[src/rtl/fetch_pc_unit_pkg.sv]
// Shared definitions for the fetch PC unit: FSM state encoding and PC constants.
// Latency: n/a (declarations only).
// Backpressure: n/a.
package fetch_pc_unit_pkg;

    typedef enum logic [1:0] {
        S_RESET = 2'd0,
        S_FILL  = 2'd1,
        S_RUN   = 2'd2,
        S_HALT  = 2'd3
    } state_t;

    localparam logic [31:0] PC_STEP          = 32'd4;
    localparam logic [31:0] DEFAULT_RESET_PC = 32'h0000_0000;

endpackage

[src/rtl/fetch_pc_unit_next_pc_mux.sv]
// Next-PC priority select (jr > jump > branch > pc+4) with word-alignment check.
// Latency: purely combinational.
// Backpressure: none; stall/halt gating is applied by the caller.
//
// Ports:
//   i_pc_plus4            sequential fall-through address
//   i_jr / i_jr_target    register-jump request and raw register value
//   i_jump / i_jump_index J/JAL request and instruction bits [25:0]
//   i_branch_taken / i_branch_target  branch request and adder output
//   o_next_pc             selected, word-aligned next PC
//   o_misaligned          selected jr/branch target had nonzero low bits
module fetch_pc_unit_next_pc_mux
    import fetch_pc_unit_pkg::*;
(
    input  logic [31:0] i_pc_plus4,
    input  logic        i_jr,
    input  logic [31:0] i_jr_target,
    input  logic        i_jump,
    input  logic [25:0] i_jump_index,
    input  logic        i_branch_taken,
    input  logic [31:0] i_branch_target,
    output logic [31:0] o_next_pc,
    output logic        o_misaligned
);

    always_comb begin
        o_next_pc    = i_pc_plus4;
        o_misaligned = 1'b0;
        if (i_jr) begin
            o_next_pc    = {i_jr_target[31:2], 2'b00};
            o_misaligned = |i_jr_target[1:0];
        end else if (i_jump) begin
            // Region bits come from pc+4, not pc, matching MIPS J semantics.
            // Jump targets are aligned by construction, so never flagged.
            o_next_pc    = {i_pc_plus4[31:28], i_jump_index, 2'b00};
        end else if (i_branch_taken) begin
            o_next_pc    = {i_branch_target[31:2], 2'b00};
            o_misaligned = |i_branch_target[1:0];
        end
    end

endmodule

[src/rtl/fetch_pc_unit.sv]
// PC register and fetch sequencer feeding the instruction ROM address.
// Latency: pc_out updates on posedge; ROM data pairs with it at the next posedge.
// Backpressure: i_stall holds PC and counter; redirects presented during stall are dropped.
//
// Ports:
//   i_clock, i_reset        clock; synchronous active-high reset
//   i_stall, i_halt         hold this cycle; sticky halt until reset
//   i_branch_taken/target, i_jump/jump_index, i_jr/jr_target  redirect requests
//   o_pc_out                current PC (ROM byte address)
//   o_pc_plus4              o_pc_out + 4, combinational
//   o_inst_valid            ROM output belongs to a live fetch (S_RUN)
//   o_halted                in S_HALT
//   o_addr_err              one-cycle pulse after a misaligned jr/branch target is taken
//   o_fetch_count           PC advances since reset, modulo 2^32
module fetch_pc_unit
    import fetch_pc_unit_pkg::*;
#(
    parameter logic [31:0] RESET_PC       = DEFAULT_RESET_PC,
    parameter int          ROM_ADDR_WIDTH = 8
) (
    input  logic        i_clock,
    input  logic        i_reset,
    input  logic        i_stall,
    input  logic        i_halt,
    input  logic        i_branch_taken,
    input  logic [31:0] i_branch_target,
    input  logic        i_jump,
    input  logic [25:0] i_jump_index,
    input  logic        i_jr,
    input  logic [31:0] i_jr_target,
    output logic [31:0] o_pc_out,
    output logic [31:0] o_pc_plus4,
    output logic        o_inst_valid,
    output logic        o_halted,
    output logic        o_addr_err,
    output logic [31:0] o_fetch_count
);

    // The ROM word index is PC[ROM_ADDR_WIDTH+1:2]; it must fit inside the PC.
    if (ROM_ADDR_WIDTH < 1 || ROM_ADDR_WIDTH > 30) begin : g_bad_rom_width
        $error("fetch_pc_unit: ROM_ADDR_WIDTH out of range");
    end

    state_t      r_state;
    state_t      w_state_next;
    logic [31:0] r_pc;
    logic [31:0] r_fetch_count;
    logic        r_addr_err;
    logic        w_advance;
    logic [31:0] w_pc_plus4;
    logic [31:0] w_next_pc;
    logic        w_misaligned;

    // Plain modulo-2^32 add: 0xFFFF_FFFC wraps to 0 silently.
    assign w_pc_plus4 = r_pc + PC_STEP;

    fetch_pc_unit_next_pc_mux u_next_pc_mux (
        .i_pc_plus4      (w_pc_plus4),
        .i_jr            (i_jr),
        .i_jr_target     (i_jr_target),
        .i_jump          (i_jump),
        .i_jump_index    (i_jump_index),
        .i_branch_taken  (i_branch_taken),
        .i_branch_target (i_branch_target),
        .o_next_pc       (w_next_pc),
        .o_misaligned    (w_misaligned)
    );

    // S_FILL exists because the ROM's data_out is zero for the first cycle
    // after reset; nothing is marked valid until a real fetch has landed.
    always_comb begin
        w_state_next = r_state;
        w_advance    = 1'b0;
        case (r_state)
            S_RESET: w_state_next = S_FILL;
            S_FILL:  w_state_next = i_halt ? S_HALT : S_RUN;
            S_RUN: begin
                if (i_halt) begin
                    w_state_next = S_HALT;
                end else if (!i_stall) begin
                    w_advance = 1'b1;
                end
            end
            S_HALT:  w_state_next = S_HALT;
            default: w_state_next = S_RESET;
        endcase
    end

    always_ff @(posedge i_clock) begin
        if (i_reset) begin
            r_state       <= S_RESET;
            r_pc          <= RESET_PC;
            r_fetch_count <= 32'd0;
            r_addr_err    <= 1'b0;
        end else begin
            r_state    <= w_state_next;
            // Only a taken redirect can flag; a dropped (stalled) one cannot.
            r_addr_err <= w_advance & w_misaligned;
            if (w_advance) begin
                r_pc          <= w_next_pc;
                r_fetch_count <= r_fetch_count + 32'd1;
            end
        end
    end

    assign o_pc_out      = r_pc;
    assign o_pc_plus4    = w_pc_plus4;
    assign o_inst_valid  = (r_state == S_RUN);
    assign o_halted      = (r_state == S_HALT);
    assign o_addr_err    = r_addr_err;
    assign o_fetch_count = r_fetch_count;

endmodule
[config.mk]
export PLATFORM = sky130hd
export DESIGN_NAME = fetch_pc_unit
export DESIGN_NICKNAME = d
export VERILOG_FILES = /design/src/rtl/fetch_pc_unit_pkg.sv /design/src/rtl/fetch_pc_unit_next_pc_mux.sv /design/src/rtl/fetch_pc_unit.sv
export SDC_FILE = /design/constraint.sdc
export NUM_CORES = 1
export LEC_CHECK = 0
export BUFFER_PORTS_ARGS = -buffer_cell sky130_fd_sc_hd__clkbuf_2
export CORE_MARGIN = 10
export CORE_UTILIZATION = 43
export CTS_CLUSTER_DIAMETER = 100
export DETAILED_ROUTE_END_ITERATION = 8
export PLACE_DENSITY_LB_ADDON = 0.12
export SLEW_MARGIN = 15
export SYNTH_ARGS = -nofsm -noshare
export SYNTH_HDL_FRONTEND = slang
export SYNTH_SLANG_ARGS = --single-unit
[constraint.sdc]
create_clock -name i_clock -period 2.4 [get_ports i_clock]
set_input_delay 0.6 -clock i_clock [delete_from_list [all_inputs] [get_ports i_clock]]
set_output_delay 0.6 -clock i_clock [all_outputs]
set_load 0.05 [all_outputs]
* Yosys cells after proc, flatten, opt, wreduce, memory -nomap -nowiden
Cells that the tools add are included.
** Storage, ports and cells
- Register bits :: 67
- Output and inout bits :: 99
- Logic and storage cells :: 26
** Cells by class
- Add/sub/neg operators :: 2
- Eq/ne operators :: 4
- Mux-type cells :: 12
- Bitwise logic cells :: 1
- Reduce and logical (&&, ||, !) cells :: 3
** Operators with widths (number)
- $mux 32 :: 3
- $add 32x1->32 const B :: 1
- $add 32x3->32 const B :: 1
- $pmux 2 s4 :: 1
- $mux 1 :: 7
- $eq 2x2->1 const B :: 2
- $reduce_or 2->1 :: 2
- $eq 2x1->1 const B :: 1
- $logic_not 2->1 :: 1
- $mux 2 :: 1
- $ne 2x2->1 const B :: 1
- $and 1x1->1 :: 1

* Depth between registers and ports, before layout
- Depth after elaboration :: 5
- Gate-level depth with buffers :: 7
- Depth with buffers taken out :: 6

* Cells and area by module
From an unflattened synthesis, not the netlist that was laid out.
** Second synthesis, totals
- Cell total of the unflattened synthesis :: 565
- Area, all modules :: 4533.1 sq um
** By module, submodules not included
- fetch_pc_unit :: times used 1, cells an instance 422, area each 3333.2 sq um, sequential area each 1341.3 sq um
- fetch_pc_unit_next_pc_mux :: times used 1, cells an instance 143, area each 1199.9 sq um, sequential area each 0.0 sq um

* Worst setup path after synthesis
OpenSTA, ideal clock, no wires.
- Path type :: reg2out
- Start :: register r_pc[2] (netlist: o_pc_out[2])
- End :: output o_pc_plus4[28]
- Arrival :: 2992 ps
- Setup slack :: -1192 ps
- Cell stages (with the launch flop) :: 8
- Path buffers :: 1
- Cells stage by stage :: dfxtp_1 > ha_1 > inv_1 > or4_1 > buf_2 > nor2_1 > nand3_1 > xnor2_1
** On the way
- Cells in the longest elaborated chain, start to end :: 1
** RTL lines
- from (decl) :: line fetch_pc_unit.sv:46 : logic [31:0] r_pc;
- from (signal assigned) :: line fetch_pc_unit.sv:100 : r_pc <= w_next_pc;
- $add 32x3->32 :: line fetch_pc_unit.sv:55 : assign w_pc_plus4 = r_pc + PC_STEP;
- to (decl) :: line fetch_pc_unit.sv:32 : output logic [31:0] o_pc_plus4,
Every way passes these cells.

* Final worst setup path
- Start :: register r_pc[6] (netlist: o_pc_out[6])
- End :: output o_pc_plus4[26]
The elaborated chain is that of the path after synthesis.

==> summary.txt <==
Status = finished, violations left
Total clock buffers created by CTS = 9
Yosys reg bits = 65
Dpl cells = 917
CP startpoint = o_pc_out[6]
PortBufs = 191
CP required = 1800 ps
Clock Latency Late Sink = 360 ps
Cells after Synth = 561
Final hold vios = 0
Synthesis Warnings = 0
Vias in the first global route = 5616
Leak pwr = 3.20 nW
Final period util = 1.18
Post-synth EDFFs = 0
Share of cells above drive strength 1 = 0.468
Chip width = 120 um
Busiest grt layer = met2
Clock Path Buffers = 2
Largest net degree at the start of global routing = 50
Core box area = 0.00973 mm2
Most common cell after layout, fill and taps aside = clkbuf_2
Sum of negative setup slack = -6050 ps
Post-route insts no fill = 953
Worst rel slew slack = 0.588
R2r setup slk = 170 ps
Crit-path max cell delay = 560 ps
R2R Path End = o_pc_out[24]
Post-synthesis async set-or-reset flop share = 0
TritonCTS clock tree = built
Total vias in the final route = 5448
Site row count = 36
Drt first pass iters = 5
Skew final = 10.4 ps
Power per cell area = 369 mW/mm2
Initial antenna violation count = 1
Total track usage = 0.241
Count of final max-slew check failures = 0
Worst R2R Start = o_pc_out[6]
Crit end category = output port
Final Wtd Congestion = 0.893
Final #Nets = 913
Worst-Margin Slew = 612 ps
GR Layer Usage met3 = 0.0717
FMAX = 0.353 GHz
Die area = 0.0144 mm2
RSZ-0062 raised after global routing = yes
Clock root cell = clkbuf_8
Met1 GRT Util = 0.273
Place WS = -150 ps
First-pass GRT wire length = 28600 um
Slowest-stage cell, CP = or4_4
Per-cell routed wire length = 18.8 um
DP Wirelength = 14000 um
Setup ws final = -435 ps
Syn avg cell area = 7.65 um2
Clock slew at reported path FFs = 80 ps
ANT nets after route = 0
Max-Cap Viols = 0
Worst Path Arrival = 2230 ps
Most frequent cells in the layout = clkbuf_2, buf_4, nor2_1
Critical Path Start Type = flip-flop
Final worst path period need = 2830 ps
Worst vdd ir = 0.000284 V
Total gr overflow = 0
Met2 Track Usage GR = 0.407
Mapped Area = 0.00429 mm2
Ys flop type = dfxtp_1
Kind of critical path = reg -> out
First DRT Iteration DRCs = 396
Violated checks = setup timing
Via density = 5.72
Crit-path cells = nand4_1 > or4_4 > buf_6 > nor4_4 > buf_4 > xor2_4 > buf_12
HP Start = i_jr_target[0]
Clk sinks = 65
HP Class = in -> reg
Sequential fraction of the synthesis area = 0.303
Die Ht = 120 um
Worst-path maximum fanout = 7
Number of remaining DRC errors = 0
Critical path destination = o_pc_plus4[26]
Setup violators final = 20
H-Tree Depth = 3
Synth-to-Final Area Change = 66.2%
Worst Reg-to-Reg Cells = 7
Starting Density = 0.441
Distinct cells, synth = 64
Routed WL = 17900 um
I/O pin total = 196
[metrics by stage]
stage	hold WS [ps]	utilization	instance area, um2	power (mW)
after detailed placement	494	0.676	6570	1.68
after global placement	476	0.676	6570	1.67
after CTS	466	0.721	7010	2.63
after global routing	479	0.733	7130	2.73
after floorplan	491	-	4780	1.45
final	473	0.733	7130	2.63
[flip-flops by register name (all words and copies together), names as in the netlist]
name,cells
o_fetch_count,32
o_pc_out,30
r_state,2
o_addr_err,1
[cell families (layout without fill, tap and decap cells)]
kind of cell | count (synthesis) | in the layout | synth area share
buf+inv | 60 | 315 | 0.0580
fa+ha+maj | 2 | 2 | 0.00583
mux | 8 | 8 | 0.0201
compound gates | 128 | 128 | 0.212
flops | 65 | 65 | 0.303
simple gates | 249 | 249 | 0.302
xor+xnor | 48 | 48 | 0.0980
other cells | 1 | 5 | 0.000874
[repair_timing]
item / in CTS / in global routing
buffers inserted: 12 / 8
pin swaps: 12 / 12
hold buffers: 0 / 0
endpoints found under the setup margin: 21 / 23
gates resized for setup: 29 / 18
[final cells by class]
type | instances | area [um2]
Antenna cell | 1 | 2.50
Clock buffer | 11 | 141
Clock inverter | 5 | 53.8
Fill cell | 745 | 2600
Inverter | 15 | 56.3
Multi-Input combinational cell | 439 | 3330
Sequential cell | 65 | 1360
Tap cell | 133 | 166
Timing Repair Buffer | 284 | 2020
[power by group]
part	total (mW)	switching [mW]	internal (mW)
clock network	0.960	0.455	0.505
logic	0.567	0.345	0.222
registers	1.11	0.0191	1.09
[how the worst min path moves through the flow]
stage                                   end  slack [ps]  cells after the start
final                            o_addr_err         470                      2
after global routing             o_addr_err         480                      2
after CTS                        o_addr_err         470                      2
after detailed placement  o_fetch_count[21]         490                      2
after global placement     o_fetch_count[1]         480                      2
after floorplan                  r_state[1]         490                      2
[routing by layer]
metal | up-vias | part of all wire | wire, um
met4 | 0 | 0.029 | 513
met5 | - | 0 | 0
met2 | 255 | 0.50 | 8950
met3 | 36 | 0.082 | 1470
li1 | 2576 | - | -
met1 | 2581 | 0.39 | 6980
[critical path, delay by kind of cell, from the launching register on]
family,cells,cell delay [ps]
flip-flops,1,350
AND/OR/NAND/NOR,3,860
buffers and inverters,3,500
XOR/XNOR,1,160
[Yosys cell counts (all sizes together), types with 3 or more instances]
cell | count | share of area
nor3b | 3 | 0.0052
a221o | 7 | 0.016
and2 | 3 | 0.0044
inv | 15 | 0.013
xor2 | 20 | 0.041
or4 | 11 | 0.019
buf | 11 | 0.015
o32ai | 3 | 0.0061
nand3 | 35 | 0.041
a31oi | 8 | 0.012
a221oi | 14 | 0.029
a21o | 4 | 0.0070
nor2 | 64 | 0.056
o21ai | 21 | 0.024
and3 | 8 | 0.012
o211ai | 12 | 0.021
dfxtp | 65 | 0.30
nor2b | 6 | 0.0087
clkbuf | 34 | 0.030
nand4 | 14 | 0.020
o31ai | 3 | 0.0052
o22ai | 8 | 0.012
nor3 | 25 | 0.030
nor4 | 7 | 0.022
mux2 | 5 | 0.013
xnor2 | 28 | 0.057
and4 | 5 | 0.010
mux2i | 3 | 0.0070
a21oi | 19 | 0.022
or3 | 3 | 0.0044
a211oi | 8 | 0.014
nand2 | 55 | 0.050
(Power assumes the default switching activity.)
